<file path="src/rtl/serv_shift_xlen_if.sv">
// Serial operand/result bundle for serv_shift_xlen.
// The master drives the operand side; the slave (the shifter) drives results.
interface serv_shift_xlen_if #(
    parameter int XLEN = 32,
    parameter int SW   = $clog2(XLEN)
);
    logic          i_start;
    logic [2:0]    i_op;
    logic          i_word;
    logic [SW-1:0] i_shamt;
    logic          i_d;
    logic          o_busy;
    logic          o_q_valid;
    logic          o_q;
    logic          o_done;

    modport master (
        output i_start, i_op, i_word, i_shamt, i_d,
        input  o_busy, o_q_valid, o_q, o_done
    );

    modport slave (
        input  i_start, i_op, i_word, i_shamt, i_d,
        output o_busy, o_q_valid, o_q, o_done
    );
endinterface

</file>
<file path="src/rtl/serv_shift_xlen.sv">
// Serial shift/rotate unit: loads an XLEN-bit operand LSB first, then replays
// the shifted/rotated result LSB first. Supports RV64 *W ops when XLEN=64.
//
// state  | meaning
// IDLE   | waiting for i_start; first operand bit captured with the start
// LOAD   | capturing operand bits 1..XLEN-1
// OUT    | emitting result bit cnt; o_done on the last bit
module serv_shift_xlen #(
    parameter int XLEN = 32,
    parameter int SW   = $clog2(XLEN)
) (
    input logic              i_clk,
    input logic              i_rst,
    serv_shift_xlen_if.slave bus
);
    typedef enum logic [1:0] {S_IDLE, S_LOAD, S_OUT} state_t;

    localparam logic [SW-1:0] LAST      = SW'(XLEN - 1);
    localparam logic [SW:0]   WIDE_XLEN = (SW+1)'(XLEN);

    state_t         r_state;
    logic [SW-1:0]  r_cnt;
    logic [XLEN-1:0] r_buf;
    logic [2:0]     r_op;
    logic           r_word;
    logic [SW-1:0]  r_shamt;

    always_ff @(posedge i_clk) begin
        if (i_rst) begin
            r_state <= S_IDLE;
            r_cnt   <= '0;
        end else begin
            case (r_state)
                S_IDLE: begin
                    if (bus.i_start) begin
                        r_op     <= bus.i_op;
                        r_word   <= bus.i_word;
                        r_shamt  <= bus.i_shamt;
                        r_buf[0] <= bus.i_d;
                        r_cnt    <= SW'(1);
                        r_state  <= S_LOAD;
                    end
                end
                S_LOAD: begin
                    r_buf[r_cnt] <= bus.i_d;
                    r_cnt        <= r_cnt + 1'b1;
                    if (r_cnt == LAST) r_state <= S_OUT;
                end
                S_OUT: begin
                    r_cnt <= r_cnt + 1'b1;
                    if (r_cnt == LAST) r_state <= S_IDLE;
                end
                default: r_state <= S_IDLE;
            endcase
        end
    end

    // Word mode narrows the operation to 32 bits; bits above 31 repeat bit 31.
    logic            w_word;
    logic [SW-1:0]   w_s;
    logic [SW-1:0]   w_k;
    logic [SW-1:0]   w_mask;
    logic [SW:0]     w_width;
    logic [SW:0]     w_sum;
    logic [SW-1:0]   w_diff;
    logic            w_bit;

    assign w_word  = (XLEN == 64) && r_word;
    assign w_s     = w_word ? SW'(r_shamt[4:0]) : r_shamt;
    assign w_k     = (w_word && (r_cnt > SW'(31))) ? SW'(31) : r_cnt;
    assign w_mask  = w_word ? SW'(31) : LAST;
    assign w_width = w_word ? (SW+1)'(32) : WIDE_XLEN;
    assign w_sum   = {1'b0, w_k} + {1'b0, w_s};
    assign w_diff  = w_k - w_s;

    always_comb begin
        w_bit = 1'b0;
        case (r_op)
            3'b000: if (w_k >= w_s) w_bit = r_buf[w_diff];
            3'b001: if (w_sum < w_width) w_bit = r_buf[w_sum[SW-1:0]];
            3'b010: w_bit = (w_sum < w_width) ? r_buf[w_sum[SW-1:0]] : r_buf[w_mask];
            3'b011: w_bit = r_buf[w_diff & w_mask];
            3'b100: w_bit = r_buf[w_sum[SW-1:0] & w_mask];
            default: w_bit = 1'b0;
        endcase
    end

    assign bus.o_busy    = (r_state != S_IDLE);
    assign bus.o_q_valid = (r_state == S_OUT);
    assign bus.o_q       = (r_state == S_OUT) && w_bit;
    assign bus.o_done    = (r_state == S_OUT) && (r_cnt == LAST);
endmodule

</file>
<file path="src/flat_wrapper.sv">
// flat-port wrapper written by rule: the top's interface ports become plain ports
module serv_shift_xlen_flat 
#(
    parameter int XLEN = 32,
    parameter int SW   = $clog2(XLEN)
)
  (i_clk, i_rst, bus_i_start, bus_i_op, bus_i_word, bus_i_shamt, bus_i_d, bus_o_busy, bus_o_q_valid, bus_o_q, bus_o_done);
  serv_shift_xlen_if #(.XLEN(XLEN), .SW(SW)) bus_i ();
  input logic i_clk;
  input logic i_rst;
  input wire logic [$bits(bus_i.i_start)-1:0] bus_i_start;
  input wire logic [$bits(bus_i.i_op)-1:0] bus_i_op;
  input wire logic [$bits(bus_i.i_word)-1:0] bus_i_word;
  input wire logic [$bits(bus_i.i_shamt)-1:0] bus_i_shamt;
  input wire logic [$bits(bus_i.i_d)-1:0] bus_i_d;
  output wire logic [$bits(bus_i.o_busy)-1:0] bus_o_busy;
  output wire logic [$bits(bus_i.o_q_valid)-1:0] bus_o_q_valid;
  output wire logic [$bits(bus_i.o_q)-1:0] bus_o_q;
  output wire logic [$bits(bus_i.o_done)-1:0] bus_o_done;
  assign bus_i.i_start = bus_i_start;
  assign bus_i.i_op = bus_i_op;
  assign bus_i.i_word = bus_i_word;
  assign bus_i.i_shamt = bus_i_shamt;
  assign bus_i.i_d = bus_i_d;
  assign bus_o_busy = bus_i.o_busy;
  assign bus_o_q_valid = bus_i.o_q_valid;
  assign bus_o_q = bus_i.o_q;
  assign bus_o_done = bus_i.o_done;
  serv_shift_xlen #(.XLEN(XLEN), .SW(SW)) u_core (.i_clk(i_clk), .i_rst(i_rst), .bus(bus_i));
endmodule
</file>
<file path="config.mk">
export PLATFORM = sky130hd
export DESIGN_NAME = serv_shift_xlen_flat
export DESIGN_NICKNAME = d
export VERILOG_FILES = /design/src/rtl/serv_shift_xlen_if.sv /design/src/rtl/serv_shift_xlen.sv /design/src/flat_wrapper.sv
export SDC_FILE = /design/constraint.sdc
export NUM_CORES = 1
export LEC_CHECK = 0
export BUFFER_PORTS_ARGS = -buffer_cell sky130_fd_sc_hd__buf_2
export CORE_ASPECT_RATIO = 0.9
export CORE_MARGIN = 2
export CORE_UTILIZATION = 30
export CTS_CLUSTER_DIAMETER = 120
export DETAILED_ROUTE_END_ITERATION = 10
export PLACE_DENSITY = 0.45
export SLEW_MARGIN = 20
export SYNTH_ARGS = -nofsm -noshare
export SYNTH_HDL_FRONTEND = slang
export SYNTH_SLANG_ARGS = --single-unit
export TNS_END_PERCENT = 5
</file>
<file path="constraint.sdc">
create_clock -name i_clk -period 3.54 [get_ports i_clk]
set_input_delay 0.354 -clock i_clk [delete_from_list [all_inputs] [get_ports i_clk]]
set_output_delay 0.354 -clock i_clk [all_outputs]
set_load 0.05 [all_outputs]
</file>
======== Word level (Yosys, flattened, before mapping) ========
Cells that the tools add are included.
operators by class
  add/sub/neg operators ................... 3
  $lt $le $gt $ge ......................... 6
  eq/ne operators ......................... 10
  multiplexer cells ....................... 19
  bitwise logic cells ..................... 1
  reductions and logical operators ........ 14
operators with widths
  cell                                                                    number
  32-bit bitwise mux                                                      1
  5-bit by 6-bit < comparator with 1-bit output (second input constant)   3
  1-bit binary-select mux with 5-bit select                               2
  5-bit case mux with 2 select lines                                      1
  3-bit AND reduction                                                     3
  1-bit 2-to-1 mux                                                        7
  5-bit by 5-bit adder with 6-bit output                                  1
  3-bit by 2-bit == test with 1-bit output (second input constant)        2
  6-bit < comparator (second input constant)                              1
  2-bit 2-to-1 mux                                                        3
  2-bit case mux with 3 select lines                                      1
  2-bit nonzero test                                                      3
  5-bit by 1-bit adder with 5-bit output (second input constant)          1
  1-bit demux with 5-bit select                                           1
  5-bit == test (second input constant)                                   1
  5-bit by 1-bit >= comparator with 1-bit output (second input constant)  1
  5-bit >= comparator                                                     1
  5-bit 2-to-1 mux                                                        1
  1-bit case mux with 5 select lines                                      1
  5-bit subtractor                                                        1
  2-bit by 1-bit != test with 1-bit output (second input constant)        2
  2-bit AND reduction                                                     2
  3-bit by 1-bit == test with 1-bit output (second input constant)        1
  3-bit == test (second input constant)                                   1
  9 further kinds                                                         11
word-level totals
  register bits after elaboration ......... 47
  input bits .............................. 13
  word-level logic and storage cells ...... 59

======== Depth between registers and ports, before layout ========
  word-level depth ........................ 6
  gate-level depth with buffers ........... 10
  depth with buffers taken out ............ 10

======== Worst setup path before layout ========
Ideal clock, no wire load.
  kind .................................... register to output
  start point ............................. register u_core.r_cnt[0]
  end point ............................... output port bus_o_q
  arrival ................................. 3.009 ns
  data required time ...................... 3.186 ns
  path slack .............................. 0.177 ns
  stages on the path, launching flop included .. 11
  path buffers ............................ 0
  cells stage by stage .................... dfxtp_1 inv_1 ha_1 fa_1 xnor2_2 mux4_2 nor2b_4 a211oi_2 a21oi_1 nand3b_1 nand4_1
on the way
  cells in the longest elaborated chain, start to end .. 6
RTL lines
  element                                                                            line                                                                 text
  start, declared                                                                    serv_shift_xlen.sv:22                                                logic [SW-1:0] r_cnt;
  start signal, assigned                                                             serv_shift_xlen.sv:46                                                r_cnt <= r_cnt + 1'b1;
  start signal, assigned                                                             serv_shift_xlen.sv:50                                                r_cnt <= r_cnt + 1'b1;
  5-bit by 5-bit adder with 6-bit output / 5-bit subtractor (equally long branches)  serv_shift_xlen.sv:73, serv_shift_xlen.sv:74
  1-bit binary-select mux with 5-bit select, on equally long branches                -
  1-bit 2-to-1 mux, on equally long branches                                         -
  1-bit 2-to-1 mux, on equally long branches                                         serv_shift_xlen.sv:81, serv_shift_xlen.sv:79, serv_shift_xlen.sv:80
  1-bit case mux with 5 select lines (*)                                             serv_shift_xlen.sv:78                                                case (r_op)
  1-bit logical AND (*)                                                              serv_shift_xlen.sv:90                                                assign bus.o_q = (r_state == S_OUT) && w_bit;
  end, declared                                                                      flat_wrapper.sv:18                                                   output wire logic [$bits(bus_i.o_q)-1:0] bus_o_q;
Mark *: on every way between the ends. The rest lies on a longest branch, timed or not. The select of a mux whose other input is x is not followed.

======== Final worst setup path ========
  start point ............................. register u_core.r_shamt[0]
  end point ............................... output port bus_o_q
on the way
  cells in the longest elaborated chain, start to end .. 6
RTL lines
  element                                                                            line                                                                 text
  start, declared                                                                    serv_shift_xlen.sv:26                                                logic [SW-1:0] r_shamt;
  start signal, assigned                                                             serv_shift_xlen.sv:38                                                r_shamt <= bus.i_shamt;
  5-bit by 5-bit adder with 6-bit output / 5-bit subtractor (equally long branches)  serv_shift_xlen.sv:73, serv_shift_xlen.sv:74
  1-bit binary-select mux with 5-bit select, on equally long branches                -
  1-bit 2-to-1 mux, on equally long branches                                         -
  1-bit 2-to-1 mux, on equally long branches                                         serv_shift_xlen.sv:81, serv_shift_xlen.sv:79, serv_shift_xlen.sv:80
  1-bit case mux with 5 select lines (*)                                             serv_shift_xlen.sv:78
  1-bit logical AND (*)                                                              serv_shift_xlen.sv:90
Marked as above.

==> summary.md <==
| Metric | Value |
|---|---|
| Status | `completed` |
| RePlAce Congestion | `0.8098` |
| Distinct cell type count after synthesis | `45` |
| Post-Synth XOR/XNOR Area | `around 3%` |
| CP max stage delay | `0.52 ns` |
| Clock Latency Late Sink | `approximately 0.3 ns` |
| Cell Area, Synth | `between 2000 and 3000 sq um` |
| Post-layout min period | `3.387 ns` |
| Finished Layout Cells | `~390` |
| Crit path DAT | `~3.0 ns` |
| Clk network pwr share | `27.8%` |
| Gate power share | `19.7%` |
| Pin count of the biggest net entering global routing | `33` |
| Clock Skew | `0.006463 ns` |
| 1st-iter DRT viols | `91` |
| Sum of buffers and inverters on the critical path | `1` |
| Chip width | `106.8 microns` |
| Share of layout cells above drive strength 1 | `between 10% and 20%` |
| Port bufs | `15` |
| Compound-Gate Fraction of Synth Area | `around 8.5%` |
| Internal | `about 0.85 mW` |
| CP Capture Type | `output pin` |
| Simple-gate share of the synthesized area | `between 10% and 20%` |
| Placed Cells incl. Taps | `between 300 and 400` |
| Tcrit/Tclk final | `95.69%` |
| Sequential share of power | `between 50% and 60%` |
| NetSw | `between 0.3 and 0.4 mW` |
| CTS tree | `built` |
| N_diodes | `0` |
| Total power | `1.172 mW` |
| # rows | `33` |
| CP startpoint kind | `flip-flop` |
| Worst VDD drop | `between 100 and 150 uV` |
| Fmax | `295.2 MHz` |
| Seq/Total Area, Yosys | `approximately 47%` |
| Clk root buf | `clkbuf_8` |
| Slew HR | `65.78%` |
| Worst Setup Path Type | `flip-flop to output pin` |
| DRC violations left | `0` |
| Die height | `96.49 microns` |
| Iteration count of the initial detailed-routing pass | `4` |
| Family with the most delay on the worst path | `adder cells` |
| Final-report hold violation count | `0` |
| Final ANT Viol Nets | `0` |
| Grt ovf | `0` |
| Most frequent cells in the layout | `nor2_1 (46), edfxtp_1 (40), ha_1 (18)` |
| Most common cell after layout, fill and taps aside | `nor2_1` |
| H-tree depth | `2` |
| Worst-path cell chain | `ha_1 > fa_2 > xnor2_4 > mux4_2 > nor2b_4 > a211oi_2 > a21oi_1 > nand3b_1 > nand4_1 > buf_2` |
| Post-synthesis mux area share | `13.47%` |
| Req. time, crit path | `~3.2 ns` |
| Max Slew Vio Count | `0` |
| IO Count | `17` |
| Peak fanout along the critical path | `3` |
| Largest family of logic cells by synthesized area | `simple AND/OR/NAND/NOR gates` |
| Core area | `roughly 9000 sq um` |
| Initial antenna violation count | `0` |
| Synth-to-layout area growth | `11.85%` |
| CTS buffer count | `5` |
| Mapped Avg Cell Area | `11.41 sq um` |
| Clk pin slew, worst setup/hold paths | `about 0.09 ns` |
| Hold_ws | `between 0.2 and 0.25 ns` |
| Yosys warning total | `0` |
| FF+latch area | `1343 sq um` |
| Routed WL per cell | `roughly 16 microns` |
| NumNets Final | `304` |
| Switching Fraction | `between 20% and 30%` |
| Area share of fa/ha/maj cells after synthesis | `a little under a tenth` |
| MaxCap Viol Count | `0` |
| Least-Margin Pin Slew | `around 0.51 ns` |
| DR vias | `~1.9k` |
| Final Setup Violations | `0` |
| Ys flop type | `edfxtp_1` |
| TNS Setup | `0 ns` |
| Final Util | `between 30% and 40%` |
| RSZ-0062 raised after global routing | `no` |
| Max Root-Sink Buffers | `2` |
| Routed WL | `approximately 6.3 mm` |
| Syn Inst Count | `250` |
| Synth Net Count | `between 200 and 300` |
| Number of synthesized flops with an enable pin | `40` |
| Layout fillers | `between 900 and 1k` |
| Die area | `10300 sq um` |
| Clock Sinks | `47` |
| Area of the multi-input gates | `roughly 1400 sq um` |
| Power Density | `367.5 nW/um^2` |
| LEAKAGE | `1.161 nW` |
| Total GRT Usage | `a little over an eighth` |
| First-pass GRT wire length | `10.27 mm` |
| Fraction of registers with async set/reset | `0%` |
| Hold Path Class | `input port to flip-flop` |
| Drt via density | `4.832` |
| Vias in the first global route | `approximately 1.9k` |
| Slowest cell on the critical path | `mux4_2` |
| Initial Util | `roughly 31%` |
| Yosys reg bits | `47` |
| DP HPWL | `~4.5 mm` |
==> path summary, 6_finish.rpt <==
path | slack, ns | startpoint | endpoint | cells after the start
setup / recovery | 0.15 | u_core.r_shamt[0] | bus_o_q | 10
hold / removal | 0.22 | bus_i_shamt[1] | u_core.r_shamt[1] | 1
setup reg to reg | 1.70 | u_core.r_state[1] | u_core.r_buf[3] | 5
hold reg to reg | 0.55 | u_core.r_state[0] | u_core.r_state[0] | 2
==> worst register-to-register path, cell delays in order (launching register included) <==
cell and delay, ns:
dfxtp_1 0.32, inv_1 0.10, ha_1 0.26, nor2b_1 0.31
nand2_1 0.35, nor2_1 0.21
==> Yosys cell counts (2+ instances only) <==
cell type	count	share of area, %
o21ai_0	3	0.53
nand2b_1	5	1.1
xnor2_1	4	1.2
inv_1	14	1.8
a22oi_1	2	0.53
a21oi_1	14	2.5
mux2i_1	17	6.0
nand3_1	2	0.35
nand3b_1	6	1.6
clkbuf_1	5	0.66
fa_1	2	1.4
buf_6	2	0.79
nor3_1	3	0.53
a211oi_1	5	1.3
nand4_1	2	0.44
nand2_1	10	1.3
a21o_1	2	0.53
a32oi_1	3	0.92
nor2b_1	3	0.66
mux2_2	2	0.79
mux4_2	8	6.3
o21ai_1	2	0.35
nor2_1	46	6.1
ha_1	18	7.9
edfxtp_1	40	42
dfxtp_1	7	4.9
or3b_1	2	0.61
and3_1	3	0.66
nor3b_1	2	0.53
==> kinds of logic (layout without fill, tap and decap cells) <==
group	Yosys count	in the layout
buffers and inverters	24	46
adders and majority gates	20	20
AOI/OAI and AO/OA	37	37
muxes	28	28
and+or+nand+nor	87	87
xor gates and xnor gates	7	7
DFF	47	47
==> power groups by stage <==
stage / Combinational (mW) / Sequential (mW) / Clock (mW)
2_1_floorplan: 0.171 / 0.628 / 0
3_3_place_gp: 0.226 / 0.628 / 0
3_5_place_dp: 0.226 / 0.628 / 0
4_1_cts: 0.232 / 0.616 / 0.346
5_1_grt: 0.254 / 0.617 / 0.366
6_report: 0.230 / 0.616 / 0.326
==> metal layers <==
metal	part of all wire, %	track usage, %	wire length [microns]
met1	51	18.65	3193
met5	0	0	0
met2	45	21.71	2806
met4	1.5	4.004	92
met3	2.9	2.347	183
==> final cells by class <==
cell class	instances	area share, %
inverter	15	1.765
timing repair buffer	23	4.237
clock inverter	3	0.6277
sequential	47	42.09
clock buffer	5	2.158
multi-input combinational	179	44.33
tap	122	4.786
==> timing repair <==
item,CTS,global route
resized for setup,1,2
pin swaps,1,0
setup endpoints to repair,1,1
buffers inserted,1,0
hold buffers,0,0
==> state kept, by name, summed over array words and instances, names as in the netlist <==
register / count
u_core.r_cnt: 5
u_core.r_state: 2
u_core.r_op: 3
u_core.r_buf: 32
u_core.r_shamt: 5
==> through the flow <==
| step | setup slack (ns) | instance area, sq um |
|---|---|---|
| final | 0.1526 | 3189 |
| after global routing | 0.02170 | 3189 |
| after CTS | 0.007011 | 3186 |
| after detailed placement | 0.1711 | 3078 |
| after global placement | 0.2091 | 3078 |
| after floorplan | 0.1770 | 2851 |
(Power assumes the default switching activity.)
